$ cat src/rtl/mem_access_unit_if.sv
// Word-addressed request/ready data bus between the memory stage and data memory.
// The memory stage is the master; the memory (or its bench model) is the slave.
interface mem_access_unit_if;
    logic        bus_req;
    logic        bus_we;
    logic [31:0] bus_addr;
    logic [3:0]  bus_be;
    logic [31:0] bus_wdata;
    logic        bus_ready;
    logic [31:0] bus_rdata;

    modport master (
        output bus_req, bus_we, bus_addr, bus_be, bus_wdata,
        input  bus_ready, bus_rdata
    );

    modport slave (
        input  bus_req, bus_we, bus_addr, bus_be, bus_wdata,
        output bus_ready, bus_rdata
    );
endinterface

$ cat src/rtl/mem_access_unit.sv
// Memory-stage load/store unit: issues word bus transactions (two for misaligned
// accesses that cross a word), formats load data and stalls the pipeline meanwhile.
module mem_access_unit #(
    parameter int TIMEOUT = 255
) (
    input  logic        clk,
    input  logic        rst_n,
    input  logic [31:0] alu_out,
    input  logic [31:0] rs2,
    input  logic        DMread,
    input  logic        DMwriteEn,
    input  logic [2:0]  DM_ctrl,
    output logic        mem_stall,
    output logic [31:0] load_data,
    output logic        load_valid,
    output logic        bus_err,
    mem_access_unit_if.master bus
);

    typedef enum logic [1:0] {IDLE, ACC0, ACC1, DONE} state_t;

    // Wait count at which the current transaction is abandoned.
    localparam logic [7:0] WAIT_LAST = 8'(TIMEOUT - 1);

    function automatic logic is_split(input logic [2:0] ctrl, input logic [1:0] off);
        if (ctrl[1]) return off != 2'd0;
        return ctrl[0] && (off == 2'd3);
    endfunction

    function automatic logic [3:0] lane_be(input logic [2:0] ctrl, input logic [1:0] off,
                                           input logic hi);
        logic [7:0] m;
        m = ctrl[1] ? 8'b0000_1111 : (ctrl[0] ? 8'b0000_0011 : 8'b0000_0001);
        m = m << off;
        return hi ? m[7:4] : m[3:0];
    endfunction

    function automatic logic [31:0] lane_wdata(input logic [31:0] d, input logic [1:0] off,
                                               input logic hi);
        logic [63:0] w;
        w = {32'b0, d} << {off, 3'b000};
        return hi ? w[63:32] : w[31:0];
    endfunction

    // Shift the two captured words down to the access and extend to 32 bits.
    function automatic logic [31:0] fmt_load(input logic [63:0] r64, input logic [1:0] off,
                                             input logic [2:0] ctrl);
        logic [31:0] v;
        v = 32'(r64 >> {off, 3'b000});
        if (ctrl[1]) return v;
        if (ctrl[0]) return {{16{v[15] & ~ctrl[2]}}, v[15:0]};
        return {{24{v[7] & ~ctrl[2]}}, v[7:0]};
    endfunction

    state_t      state_q, state_d;
    logic [1:0]  off_q, off_d;
    logic [31:0] data_q, data_d;
    logic [2:0]  ctrl_q, ctrl_d;
    logic [31:0] rlo_q, rlo_d;
    logic        we_q, we_d;
    logic [7:0]  wait_q, wait_d;
    logic        bus_req_q, bus_req_d;
    logic        bus_we_q, bus_we_d;
    logic [31:0] bus_addr_q, bus_addr_d;
    logic [3:0]  bus_be_q, bus_be_d;
    logic [31:0] bus_wdata_q, bus_wdata_d;
    logic [31:0] load_data_q, load_data_d;
    logic        load_valid_q, load_valid_d;
    logic        bus_err_q, bus_err_d;

    logic        op;
    logic        access_split;
    logic [63:0] r64;

    assign op           = DMread | DMwriteEn;
    assign access_split = is_split(ctrl_q, off_q);

    always_comb begin
        state_d      = state_q;
        off_d        = off_q;
        data_d       = data_q;
        ctrl_d       = ctrl_q;
        rlo_d        = rlo_q;
        we_d         = we_q;
        wait_d       = wait_q;
        bus_req_d    = bus_req_q;
        bus_we_d     = bus_we_q;
        bus_addr_d   = bus_addr_q;
        bus_be_d     = bus_be_q;
        bus_wdata_d  = bus_wdata_q;
        load_data_d  = load_data_q;
        load_valid_d = 1'b0;
        bus_err_d    = 1'b0;
        r64          = '0;

        case (state_q)
            IDLE: begin
                if (op) begin
                    off_d       = alu_out[1:0];
                    data_d      = rs2;
                    ctrl_d      = DM_ctrl;
                    we_d        = DMwriteEn;
                    wait_d      = '0;
                    bus_req_d   = 1'b1;
                    bus_we_d    = DMwriteEn;
                    bus_addr_d  = {alu_out[31:2], 2'b00};
                    bus_be_d    = lane_be(DM_ctrl, alu_out[1:0], 1'b0);
                    bus_wdata_d = lane_wdata(rs2, alu_out[1:0], 1'b0);
                    state_d     = ACC0;
                end
            end
            ACC0, ACC1: begin
                r64 = (state_q == ACC1) ? {bus.bus_rdata, rlo_q} : {32'b0, bus.bus_rdata};
                if (bus.bus_ready) begin
                    wait_d = '0;
                    if ((state_q == ACC0) && access_split) begin
                        state_d     = ACC1;
                        rlo_d       = bus.bus_rdata;
                        bus_addr_d  = bus_addr_q + 32'd4;
                        bus_be_d    = lane_be(ctrl_q, off_q, 1'b1);
                        bus_wdata_d = lane_wdata(data_q, off_q, 1'b1);
                    end else begin
                        state_d   = DONE;
                        bus_req_d = 1'b0;
                        if (!we_q) begin
                            load_valid_d = 1'b1;
                            load_data_d  = fmt_load(r64, off_q, ctrl_q);
                        end
                    end
                end else if (wait_q == WAIT_LAST) begin
                    // Abort the whole access; a pending second half is never issued.
                    state_d     = DONE;
                    bus_req_d   = 1'b0;
                    bus_err_d   = 1'b1;
                    load_data_d = '0;
                end else begin
                    wait_d = wait_q + 8'd1;
                end
            end
            default: state_d = IDLE;
        endcase
    end

    always_ff @(posedge clk) begin
        if (!rst_n) begin
            state_q      <= IDLE;
            we_q         <= 1'b0;
            wait_q       <= '0;
            bus_req_q    <= 1'b0;
            bus_we_q     <= 1'b0;
            bus_addr_q   <= '0;
            bus_be_q     <= '0;
            bus_wdata_q  <= '0;
            load_data_q  <= '0;
            load_valid_q <= 1'b0;
            bus_err_q    <= 1'b0;
        end else begin
            state_q      <= state_d;
            we_q         <= we_d;
            wait_q       <= wait_d;
            bus_req_q    <= bus_req_d;
            bus_we_q     <= bus_we_d;
            bus_addr_q   <= bus_addr_d;
            bus_be_q     <= bus_be_d;
            bus_wdata_q  <= bus_wdata_d;
            load_data_q  <= load_data_d;
            load_valid_q <= load_valid_d;
            bus_err_q    <= bus_err_d;
        end
    end

    // Access operands are only consumed in ACC states, which always follow a fresh latch.
    always_ff @(posedge clk) begin
        off_q  <= off_d;
        data_q <= data_d;
        ctrl_q <= ctrl_d;
        rlo_q  <= rlo_d;
    end

    assign mem_stall = rst_n && (((state_q == IDLE) && op) || (state_q == ACC0) || (state_q == ACC1));

    assign load_data     = load_data_q;
    assign load_valid    = load_valid_q;
    assign bus_err       = bus_err_q;
    assign bus.bus_req   = bus_req_q;
    assign bus.bus_we    = bus_we_q;
    assign bus.bus_addr  = bus_addr_q;
    assign bus.bus_be    = bus_be_q;
    assign bus.bus_wdata = bus_wdata_q;

endmodule
$ cat src/flat_wrapper.sv
// flat-port wrapper written by rule: the top's interface ports become plain ports
module mem_access_unit_flat 
#(
    parameter int TIMEOUT = 255
)
  (clk, rst_n, alu_out, rs2, DMread, DMwriteEn, DM_ctrl, mem_stall, load_data, load_valid, bus_err, bus_bus_req, bus_bus_we, bus_bus_addr, bus_bus_be, bus_bus_wdata, bus_bus_ready, bus_bus_rdata);
  mem_access_unit_if bus_i ();
  input  logic clk;
  input  logic rst_n;
  input  logic [31:0] alu_out;
  input  logic [31:0] rs2;
  input  logic DMread;
  input  logic DMwriteEn;
  input  logic [2:0] DM_ctrl;
  output logic mem_stall;
  output logic [31:0] load_data;
  output logic load_valid;
  output logic bus_err;
  output wire logic [$bits(bus_i.bus_req)-1:0] bus_bus_req;
  output wire logic [$bits(bus_i.bus_we)-1:0] bus_bus_we;
  output wire logic [$bits(bus_i.bus_addr)-1:0] bus_bus_addr;
  output wire logic [$bits(bus_i.bus_be)-1:0] bus_bus_be;
  output wire logic [$bits(bus_i.bus_wdata)-1:0] bus_bus_wdata;
  input wire logic [$bits(bus_i.bus_ready)-1:0] bus_bus_ready;
  input wire logic [$bits(bus_i.bus_rdata)-1:0] bus_bus_rdata;
  assign bus_bus_req = bus_i.bus_req;
  assign bus_bus_we = bus_i.bus_we;
  assign bus_bus_addr = bus_i.bus_addr;
  assign bus_bus_be = bus_i.bus_be;
  assign bus_bus_wdata = bus_i.bus_wdata;
  assign bus_i.bus_ready = bus_bus_ready;
  assign bus_i.bus_rdata = bus_bus_rdata;
  mem_access_unit #(.TIMEOUT(TIMEOUT)) u_core (.clk(clk), .rst_n(rst_n), .alu_out(alu_out), .rs2(rs2), .DMread(DMread), .DMwriteEn(DMwriteEn), .DM_ctrl(DM_ctrl), .mem_stall(mem_stall), .load_data(load_data), .load_valid(load_valid), .bus_err(bus_err), .bus(bus_i));
endmodule
$ cat config.mk
export PLATFORM = sky130hd
export DESIGN_NAME = mem_access_unit_flat
export DESIGN_NICKNAME = d
export VERILOG_FILES = /design/src/rtl/mem_access_unit_if.sv /design/src/rtl/mem_access_unit.sv /design/src/flat_wrapper.sv
export SDC_FILE = /design/constraint.sdc
export NUM_CORES = 1
export LEC_CHECK = 0
export ABC_AREA = 0
export CAP_MARGIN = 20
export CORE_UTILIZATION = 55
export DETAILED_ROUTE_END_ITERATION = 12
export PLACE_DENSITY_LB_ADDON = 0.25
export RECOVER_POWER = 100
export SYNTH_ARGS = -nofsm -noshare
export SYNTH_HDL_FRONTEND = slang
export SYNTH_SLANG_ARGS = --single-unit
$ cat constraint.sdc
create_clock -name clk -period 5.69 [get_ports clk]
set_input_delay 1.138 -clock clk [delete_from_list [all_inputs] [get_ports clk]]
set_output_delay 1.138 -clock clk [all_outputs]
set_load 0.03 [all_outputs]
## Word level (Yosys, flattened, before mapping)

Cells that the tools add are included.

- Word-level logic and storage cells: 114
- Bits in latches: 0
- Memories: 0
- Memory bits (writable): 0
- Output and inout port bits: 105
- Register bits after elaboration: 183
- Memory bits (read-only): 0
- Input port bits: 104

- Muxes and demuxes: 54
- Eq/ne operators: 12
- Add/subtract/negate cells: 2
- Div/mod/pow operators: 0
- Magnitude comparators: 0
- Reductions and logical operators: 20
- Bitwise gates (word level): 7
- Multiply operators: 0
- Shifts and indexed selects: 5

Operators with widths:

| operator | number |
|---|---|
| $mux 32 | 14 |
| $pmux 32 s2 | 2 |
| $mux 64 | 1 |
| $shl 32x5->64 | 1 |
| $shr 64x5->32 | 1 |
| $mux 8 | 5 |
| $add 32x3->32 const B | 1 |
| $shl 32x5->32 | 1 |
| $mux 1 | 20 |
| $pmux 8 s2 | 1 |
| $mux 4 | 3 |
| $reduce_and 4->1 | 3 |
| $mux 2 | 5 |
| $add 8x1->8 const B | 1 |
| $eq 8x8->1 const B | 1 |
| $pmux 4 s2 | 1 |
| $shl 8x2->4 | 1 |
| $shl 8x2->8 | 1 |
| $ne 2x2->1 const B | 3 |
| $ne 3x3->1 const B | 2 |
| $reduce_and 3->1 | 2 |
| $reduce_bool 2->1 | 3 |
| $eq 2x2->1 const B | 2 |
| $logic_and 1x1->1 | 4 |
| other kinds (14) | 21 |

## Longest topological paths before layout

Gate-level depths: netlist (run 1).

- Depth after elaboration: 17
- Gate-level depth with buffers: 10
- Mapped depth without buffers: 7

## Worst setup path after synthesis (run 1)

No wires, ideal clock.

- Kind: input port to output port
- Start: in DMwriteEn
- End: out mem_stall
- Stages on the path: 3
- Path slack: 2.151 ns
- Data arrival time: 2.401 ns
- Buffers on the path: 0
- Required time: 4.552 ns
- Path through: o21a_1 > nor3_1 > nor2_1

- Longest elaborated chain between the ends: 5

RTL lines:

| what | RTL line | RTL |
|---|---|---|
| start, declared | flat_wrapper.sv:13 | `input logic DMwriteEn;` |
| $or 1x1->1 | mem_access_unit.sv:75 | `assign op = DMread \| DMwriteEn;` |
| $logic_and 1x1->1 | mem_access_unit.sv:180 | `assign mem_stall = rst_n && (((state_q == IDLE) && op) \|\| (state_q == ACC0) \|\| (state_q == ACC1));` |
| $logic_or 1x1->1 (2 in a row) | mem_access_unit.sv:180 |  |
| $logic_and 1x1->1 | mem_access_unit.sv:180 |  |
| end, declared | flat_wrapper.sv:15 | `output logic mem_stall;` |

Every way passes these cells.

## Worst setup path after layout (run 1)

- Start: in rst_n
- End: out mem_stall

- Longest elaborated chain between the ends: 1

RTL lines:

| what | RTL line | RTL |
|---|---|---|
| start, declared | flat_wrapper.sv:9 | `input logic rst_n;` |
| $logic_and 1x1->1 | mem_access_unit.sv:180 |  |

Every way passes these cells.

==> results of run 1 <==
[logic make-up (layout without fill, tap and decap cells)]
| kind of cell | count (synthesis) | after routing | synth area share |
|---|---|---|---|
| xor+xnor | 7 | 7 | 0.00674 |
| simple gates | 297 | 297 | 0.162 |
| compound gates | 240 | 240 | 0.190 |
| mux | 120 | 120 | 0.140 |
| flops | 173 | 173 | 0.448 |
| fa+ha+maj | 8 | 8 | 0.0110 |
| other cells | 1 | 5 | 0.000412 |
| buf+inv | 88 | 263 | 0.0432 |
[path summary, 6_finish.rpt]
kind	slack [ps]	endpoint	startpoint
min reg2reg	450	u_core.bus.bus_be[3]$_SDFFE_PN0P_	u_core.bus.bus_be[3]$_SDFFE_PN0P_
max	960	mem_stall	rst_n
min	450	u_core.bus.bus_be[3]$_SDFFE_PN0P_	u_core.bus.bus_be[3]$_SDFFE_PN0P_
max reg2reg	1410	u_core.rlo_q[20]$_DFFE_PP_	u_core.off_q[1]$_DFFE_PP_
[registers in the layout, indices dropped and copies added, names as in the netlist]
register              count
u_core.bus.bus_be         4
u_core.wait_q             8
u_core.load_valid         1
u_core.data_q            24
u_core.bus.bus_wdata     32
u_core.bus.bus_addr      30
u_core.bus.bus_req        1
u_core.off_q              2
u_core.we_q               1
u_core.ctrl_q             3
u_core.bus_err            1
u_core.state_q            2
u_core.load_data         32
u_core.rlo_q             32
[routing by layer]
metal	part of all wire	GRT usage	vias to the layer above	routed length (um)
met2	0.47	0.487	433	12500
met5	0.00049	0	-	13
li1	-	-	3891	-
met4	0.023	0.130	2	596
met3	0.085	0.0643	55	2230
met1	0.42	0.410	3973	11000
[cell type report]
class	instances	area (um^2)
fill	1217	4250
clock buffer	20	479
multi-input combinational	674	4610
timing repair buffer	221	2180
inverter	10	37.5
tap	216	270
sequential	173	4070
antenna	3	7.51
clock inverter	12	90.1
[where the power goes]
group          internal, uW  total [uW]  switching (uW)
clock                   647        1140             488
combinational          1230        3270            2050
sequential             1640        1900             269
[critical path, cell delays in order]
cell           delay [ps]
dlygate4sd3_1         520
clkbuf_1              780
clkinv_1              260
nor2_1                150
dlygate4sd3_1         750
[placed cells by master (no fill, tap or decap), types with 30 or more instances in the layout]
| cell type | count |
|---|---|
| dlygate4sd3_1 | 165 |
| dfxtp_1 | 112 |
| nand2_1 | 87 |
| nor2_1 | 77 |
| mux2i_1 | 65 |
| edfxtp_1 | 61 |
| mux2_2 | 55 |
| clkdlybuf4s50_1 | 41 |
| nor3_1 | 35 |
| o21ai_0 | 32 |
| a21oi_1 | 30 |
| a22oi_1 | 30 |
[stage by stage]
stage	area, um^2	cells
floorplan	9110	935
global placement	11200	1292
detailed placement	11200	1292
CTS	11800	1324
global route	11700	1328
finish	11700	1329
==> results by group, run 1 <==
STA
  – Hold Vio Cnt, Final: 0
  – Final hold slack: 453 ps
  – Relative slew slack: -0.999
  – RSZ-0062 raised after global routing: no
  – Worst Tran Pin Value: 3000 ps
  – Final Max Slew Viols: 207
  – Final Cycle Share: 0.832
  – Max Fclk: 211 MHz
  – Clock Skews: 11.2 ps
  – Total negative setup slack: 0 ps
  – Final worst slack: 959 ps
  – Finish-stage setup viols: 0
  – Final min period: 4730 ps

Yosys
  – Most frequent cell after synthesis: dfxtp_1
  – Sequential area share after synthesis: 0.448
  – Synth warn: 0
  – Mean Syn Cell Area: 9.75 um^2
  – Synth top cells by count: dfxtp_1, nand2_1, nor2_1
  – Main synth FF type: dfxtp_1
  – Post-Synthesis Cell Area: 9100 um^2
  – Dominant cells by area after synthesis: dfxtp_1, edfxtp_1, mux2i_1
  – Post-Syn Instances: 934
  – Synth async-reset ratio: 0
  – Synth area leader: dfxtp_1
  – Post-synth top area share: 0.246
  – Number of synthesized flops with an enable pin: 61
  – Yosys reg bits: 173
  – Synth unique cells: 71

GRT
  – Largest net degree at the start of global routing: 78
  – Global-route wire length before repair: 40300 um
  – Overflow after GRT: 0
  – Vias in the first global route: 7713
  – Initial antenna violation count: 4
  – Global Route Usage Sum: 0.308

Place
  – Hpwl dp: 17400 um
  – Placer Congestion: 0.862
  – Number of buffers added on ports: 206
  – Dpl ws: 1440 ps

Power
  – Pwr dens: 537 nW/um^2
  – VDD IR max: 0.398 mV
  – Total power: 6310 uW
  – Lkg Pwr: 0.00455 uW

Hold path
  – Worst hold-check path type: flip-flop to flip-flop
  – Hold Path Depth: 2

Floorplan
  – Rows: 46
  – Initial Util: 0.569
  – Boundary pin count: 209
  – Die width: 131 um
  – Die Y: 131 um
  – Die area: 17100 um^2
  – Core ar.: 16000 um^2

Critical path
  – Crit path DAT: 3590 ps
  – WS Path Type: input port to output port
  – CP Launch Type: input port
  – CP required: 4550 ps
  – Crit-path max FO: 24
  – Crit end category: output port
  – Reg2reg path depth: 5

Flow run
  – Max-cap violations: 4

Clock tree
  – Sink Count: 173
  – Number of clock buffers inserted by TritonCTS: 17
  – Clock root buffer: clkbuf_16
  – Post-CTS Setup Bufs: 0
  – Skew-Pair Late Insertion Delay: 430 ps
  – Worst-path clk slew: 60 ps
  – Cts hold-fix bufs: 0
  – H-tree lvl count: 4
  – Post-CTS sizing: 0
  – CTS tree: yes
  – Clk buf depth: 2

Route
  – Wire length per cell: 19.8 um
  – DRT Wirelength: 26300 um
  – Final antenna-violating net count: 0
  – Initial DRT Pass Iterations: 5
  – Via density: 6.29
  – Detailed router's first-iteration violation count: 781
  – Remaining DRCs: 0
  – Vias: 8354

Outcome
  – Outcome: complete, but fails checks
  – Failing checks: max-capacitance violations, max-slew violations

Final layout
  – Layout area overhead: 29.1%
  – Fraction of layout cells with a size suffix above 1: 0.0991
  – Core Util, Final: 0.734
  – Fin nets: 1209
Power figures use the tool's default switching activity.
==> inputs of run 2 (changes only) <==
--- a/config.mk
+++ b/config.mk
@@ -7,7 +7,7 @@
 export LEC_CHECK = 0
 export ABC_AREA = 0
 export CAP_MARGIN = 20
-export CORE_UTILIZATION = 55
+export CORE_UTILIZATION = 51
 export DETAILED_ROUTE_END_ITERATION = 12
 export PLACE_DENSITY_LB_ADDON = 0.25
 export RECOVER_POWER = 100
==> constraint.sdc (replaced) <==
create_clock -name clk -period 5 [get_ports clk]
set_input_delay 1 -clock clk [delete_from_list [all_inputs] [get_ports clk]]
set_output_delay 1 -clock clk [all_outputs]
set_load 0.03 [all_outputs]
==> results by group, run 2 (synthesized netlist as in run 1, its figures left out) <==
STA
  – Clock Skews: 9.06 ps
  – Final Max Slew Viols: 209
  – Hold Vio Cnt, Final: 0
  – Total negative setup slack: 0 ps
  – Finish-stage setup viols: 0
  – Relative slew slack: -1.01
  – Final min period: 4070 ps
  – Final worst slack: 933 ps
  – Max Fclk: 246 MHz
  – Worst Tran Pin Value: 3010 ps
  – Final Cycle Share: 0.813
  – RSZ-0062 raised after global routing: no

Critical path
  – Reg2reg end: u_core.rlo_q[20]$_DFFE_PP_
  – Crit-path max FO: 64
  – CP Launch Type: input port
  – Crit end category: flip-flop
  – CP cell instances: clkdlybuf4s50_1, buf_4, inv_1, clkbuf_1, or4_1, o32ai_1
  – Reg2reg path depth: 7
  – Worst path top cell family by delay: buffers and inverters
  – CP required: 5190 ps
  – R2R Path Start: u_core.state_q[0]$_SDFFE_PN0P_
  – Crit path DAT: 4260 ps
  – Flop2flop setup slack: 1190 ps
  – Worst path slowest cell: clkbuf_1
  – WS Path Type: input port to flip-flop
  – CP peak stage delay: 2120 ps
  – Sum of buffers and inverters on the critical path: 4

GRT
  – Global Route Usage Sum: 0.288
  – Largest net degree at the start of global routing: 65
  – Initial antenna violation count: 5
  – Vias in the first global route: 7697
  – Overflow after GRT: 0
  – Global-route wire length before repair: 41100 um

Route
  – Remaining DRCs: 0
  – Detailed router's first-iteration violation count: 778
  – Vias: 8379
  – DRT Wirelength: 26600 um
  – Final antenna-violating net count: 0
  – Wire length per cell: 19.8 um
  – Via density: 6.25
  – Initial DRT Pass Iterations: 5

Clock tree
  – Post-CTS sizing: 0
  – Cts hold-fix bufs: 0
  – Skew-Pair Late Insertion Delay: 430 ps
  – Post-CTS Setup Bufs: 0
  – Sink Count: 173
  – Number of clock buffers inserted by TritonCTS: 17
  – CTS tree: yes
  – Clk buf depth: 2
  – Clock root buffer: clkbuf_16
  – H-tree lvl count: 4
  – Worst-path clk slew: 70 ps

Power
  – Pint: 3990 uW
  – Flop pwr share: 0.301
  – Comb power frac: 0.515
  – Total power: 7230 uW
  – Clk pwr share: 0.184
  – VDD IR max: 0.427 mV
  – Pwr dens: 614 nW/um^2
  – Switching Fraction: 0.449
  – Switch Pwr: 3240 uW
  – Lkg Pwr: 0.00456 uW

Outcome
  – Outcome: complete, but fails checks
  – Failing checks: max-capacitance violations, max-slew violations

Hold path
  – Worst hold-check path type: flip-flop to flip-flop
  – Min-Delay Startpoint: u_core.bus.bus_be[3]$_SDFFE_PN0P_
  – Hold Path Depth: 2
  – End of the worst hold path: u_core.bus.bus_be[3]$_SDFFE_PN0P_

Place
  – Placer Congestion: 0.883
  – Hpwl dp: 18000 um
  – Number of buffers added on ports: 206
  – Dpl ws: 1420 ps

Final layout
  – Fillers: 1400
  – FF/Latch Area: 4070 um^2
  – Layout area overhead: 29.4%
  – Most common cell after layout, fill and taps aside: dlygate4sd3_1
  – Fraction of layout cells with a size suffix above 1: 0.102
  – Most frequent cells in the layout: dlygate4sd3_1, dfxtp_1, nand2_1, nor2_1, mux2i_1
  – Multi-input gate area: 4620 um^2
  – Fin nets: 1212

Floorplan
  – Die width: 136 um
  – Boundary pin count: 209
  – Core ar.: 17400 um^2
  – Die area: 18400 um^2
  – Rows: 48
  – Die Y: 136 um
  – Initial Util: 0.524

Flow run
  – Max-cap violations: 6
==> run 2: cell count changes in the layout (fill, tap and decap cells not counted), sizes merged <==
| cell | change |
|---|---|
| buf | +2 |
| bufinv | +1 |
| clkbuf | -2 |
| clkdlybuf4s50 | -1 |
| clkinv | -4 |
| clkinvlp | -1 |
| diode | -1 |
| dlygate4sd3 | +1 |
| inv | +7 |
==> run 2: layer usage <==
layer  global-route usage  vias up  wire length, um
met5                    0        -               35
met2                0.436      412            12200
li1                     -     3905                -
met4                0.105        6              644
met1                0.399     4000            11300
met3               0.0662       56             2410
==> run 2: how the worst max path moves through the flow <==
stage	from	endpoint	slack, ps	depth (start not counted)
floorplan	u_core.state_q[1]$_SDFFE_PN0P_	u_core.rlo_q[0]$_DFFE_PP_	1680	8
global placement	rst_n	mem_stall	1440	5
detailed placement	DMwriteEn	u_core.bus.bus_addr[4]$_SDFFE_PN0P_	1420	8
CTS	DMwriteEn	mem_stall	1420	5
global route	rst_n	u_core.state_q[0]$_SDFFE_PN0P_	790	6
finish	rst_n	u_core.state_q[0]$_SDFFE_PN0P_	930	6
==> run 2: final cells by class <==
cell class	instances	area share
timing repair buffer	224	0.185
multi-input combinational	674	0.392
tap	225	0.0239
clock buffer	17	0.0361
antenna	2	0.000425
clock inverter	15	0.0135
sequential	173	0.346
inverter	10	0.00319
==> run 2: through the flow <==
stage / hold slack, ps / util / std cells / cell area, um^2
after floorplan: 465 / - / 935 / 9110
after global placement: 443 / 0.647 / 1304 / 11200
after detailed placement: 445 / 0.647 / 1304 / 11200
after CTS: 453 / 0.680 / 1336 / 11800
after global routing: 485 / 0.678 / 1338 / 11800
final: 450 / 0.679 / 1340 / 11800
==> run 2: power by group through the flow <==
stage	registers (uW)	logic, uW	clock network, uW
global route	2220	4020	1390
global placement	2190	3720	0
detailed placement	2190	3790	0
floorplan	2590	2170	0
CTS	2170	3800	1340
finish	2170	3730	1330
==> run 2: worst min-delay path: stages, from the launching register on <==
cell	delay (ps)
dfxtp_1	310
nand2_1	50
a21oi_1	50
==> inputs of run 3 (changes only) <==
==> constraint.sdc (replaced) <==
create_clock -name clk -period 4 [get_ports clk]
set_input_delay 0.8 -clock clk [delete_from_list [all_inputs] [get_ports clk]]
set_output_delay 0.8 -clock clk [all_outputs]
set_load 0.03 [all_outputs]
==> results by group, run 3 (synthesized netlist as in run 1, its figures left out) <==
Power
  – VDD IR max: 0.665 mV
  – Total power: 8900 uW
  – Switch Pwr: 3970 uW
  – Clk pwr share: 0.175
  – Switching Fraction: 0.445
  – Lkg Pwr: 0.00454 uW
  – Pwr dens: 757 nW/um^2
  – Comb power frac: 0.519
  – Flop pwr share: 0.306
  – Pint: 4940 uW

Place
  – Hpwl dp: 17800 um
  – Number of buffers added on ports: 206
  – Dpl ws: 930 ps
  – Inst Count DP: 1306
  – Placer Congestion: 0.915

Clock tree
  – Number of clock buffers inserted by TritonCTS: 17
  – Sink Count: 173
  – Clk buf depth: 2
  – CTS tree: yes
  – Post-CTS sizing: 0
  – Worst-path clk slew: 70 ps
  – Skew-Pair Late Insertion Delay: 430 ps
  – H-tree lvl count: 4
  – Clock root buffer: clkbuf_16
  – Post-CTS Setup Bufs: 0
  – Cts hold-fix bufs: 0

Final layout
  – Layout area overhead: 29.2%
  – Fraction of layout cells with a size suffix above 1: 0.103
  – Most frequent cells in the layout: dlygate4sd3_1, dfxtp_1, nand2_1, nor2_1, mux2i_1
  – Fin nets: 1212
  – Non-Filler Instances: 1342
  – Most common cell after layout, fill and taps aside: dlygate4sd3_1
  – Fillers: 1395
  – Core Util, Final: 0.678

Floorplan
  – Die Y: 136 um
  – Core ar.: 17400 um^2
  – Boundary pin count: 209
  – Initial Util: 0.524
  – Rows: 48
  – Die width: 136 um
  – Die area: 18400 um^2

Route
  – Initial DRT Pass Iterations: 5
  – Vias: 8336
  – Final antenna-violating net count: 0
  – Remaining DRCs: 0
  – Detailed router's first-iteration violation count: 769
  – DRT Wirelength: 26300 um
  – Wire length per cell: 19.6 um
  – Via density: 6.21

STA
  – Final Cycle Share: 0.829
  – Finish-stage setup viols: 0
  – Final worst slack: 683 ps
  – Final Max Slew Viols: 60
  – Hold Vio Cnt, Final: 0
  – RSZ-0062 raised after global routing: no
  – Final min period: 3320 ps
  – Clock Skews: 10.0 ps
  – Max Fclk: 302 MHz
  – Relative slew slack: -0.231
  – Total negative setup slack: 0 ps
  – Worst Tran Pin Value: 1850 ps

Hold path
  – Min-Delay Startpoint: u_core.load_data[4]$_SDFFE_PN0P_
  – End of the worst hold path: u_core.load_data[4]$_SDFFE_PN0P_
  – Hold Path Depth: 2
  – Worst hold-check path type: flip-flop to flip-flop

GRT
  – Global Route Usage Sum: 0.290
  – Initial antenna violation count: 5
  – Largest net degree at the start of global routing: 78
  – Overflow after GRT: 0
  – Vias in the first global route: 7627
  – Global-route wire length before repair: 41100 um

Critical path
  – Crit path DAT: 3610 ps
  – Reg2reg path depth: 6
  – CP Launch Type: input port
  – Crit-path max FO: 29
  – Flop2flop setup slack: 770 ps
  – CP required: 4290 ps
  – Crit end category: flip-flop
  – WS Path Type: input port to flip-flop
  – R2R Path Start: u_core.state_q[1]$_SDFFE_PN0P_
  – Reg2reg end: u_core.rlo_q[25]$_DFFE_PP_

Flow run
  – Max-cap violations: 2

Outcome
  – Failing checks: max-capacitance violations, max-slew violations
  – Outcome: complete, but fails checks
-- run 3: cell types whose count changed in the layout (fill, tap and decap cells not counted), moves of 3 or more --
cell	before	now
inv_6	6	0
clkbuf_1	6	9
clkbuf_8	0	5
dlygate4sd3_1	166	163
-- run 3: worst max-delay path, cell delays in order --
cell	delay, ps
clkdlybuf4s50_1	460
clkbuf_1	1320
nor2_2	400
a222oi_1	470
a211oi_1	140
-- run 3: how the worst max path moves through the flow --
stage / start / end / slack, ps / cells after the start
2_1_floorplan: u_core.state_q[1]$_SDFFE_PN0P_ / u_core.rlo_q[0]$_DFFE_PP_ / 680 / 8
3_3_place_gp: bus_bus_ready / u_core.load_data[19]$_SDFFE_PN0P_ / 970 / 6
3_5_place_dp: bus_bus_ready / u_core.load_data[24]$_SDFFE_PN0P_ / 930 / 6
4_1_cts: u_core.state_q[1]$_SDFFE_PN0P_ / u_core.load_data[9]$_SDFFE_PN0P_ / 1150 / 7
5_1_grt: alu_out[0] / u_core.bus.bus_wdata[23]$_SDFFE_PN0P_ / 460 / 5
6_report: alu_out[0] / u_core.bus.bus_wdata[23]$_SDFFE_PN0P_ / 680 / 5
-- run 3: through the flow --
| step | cell area, um^2 | hold slack [ps] |
|---|---|---|
| global route | 11800 | 484 |
| finish | 11800 | 462 |
| floorplan | 9110 | 465 |
| CTS | 11800 | 463 |
| detailed placement | 11300 | 454 |
| global placement | 11300 | 442 |
-- run 3: power by group through the flow --
stage | Combinational (uW) | Sequential, uW | Clock (uW)
finish | 4620 | 2720 | 1560
global route | 5010 | 2780 | 1640
CTS | 4750 | 2720 | 1570
detailed placement | 4720 | 2760 | 0
global placement | 4660 | 2750 | 0
floorplan | 2710 | 3230 | 0
-- run 3: cell type report --
cell class / instances / area (um^2) / area share
Clock inverter: 6 / 36.3 / 0.00309
Timing Repair Buffer: 224 / 2180 / 0.186
Multi-Input combinational cell: 674 / 4630 / 0.394
Tap cell: 225 / 282 / 0.0239
Sequential cell: 173 / 4070 / 0.346
Antenna cell: 4 / 10.0 / 0.000851
Inverter: 10 / 37.5 / 0.00319
Clock buffer: 26 / 509 / 0.0433
-- run 3: layer usage --
metal / GRT usage / share of wire / routed length [um] / vias up
met5: 0 / 0.00042 / 11 / -
met4: 0.110 / 0.023 / 599 / 2
met3: 0.0550 / 0.084 / 2210 / 48
met2: 0.435 / 0.46 / 12000 / 396
met1: 0.409 / 0.43 / 11400 / 3991
li1: - / - / - / 3899
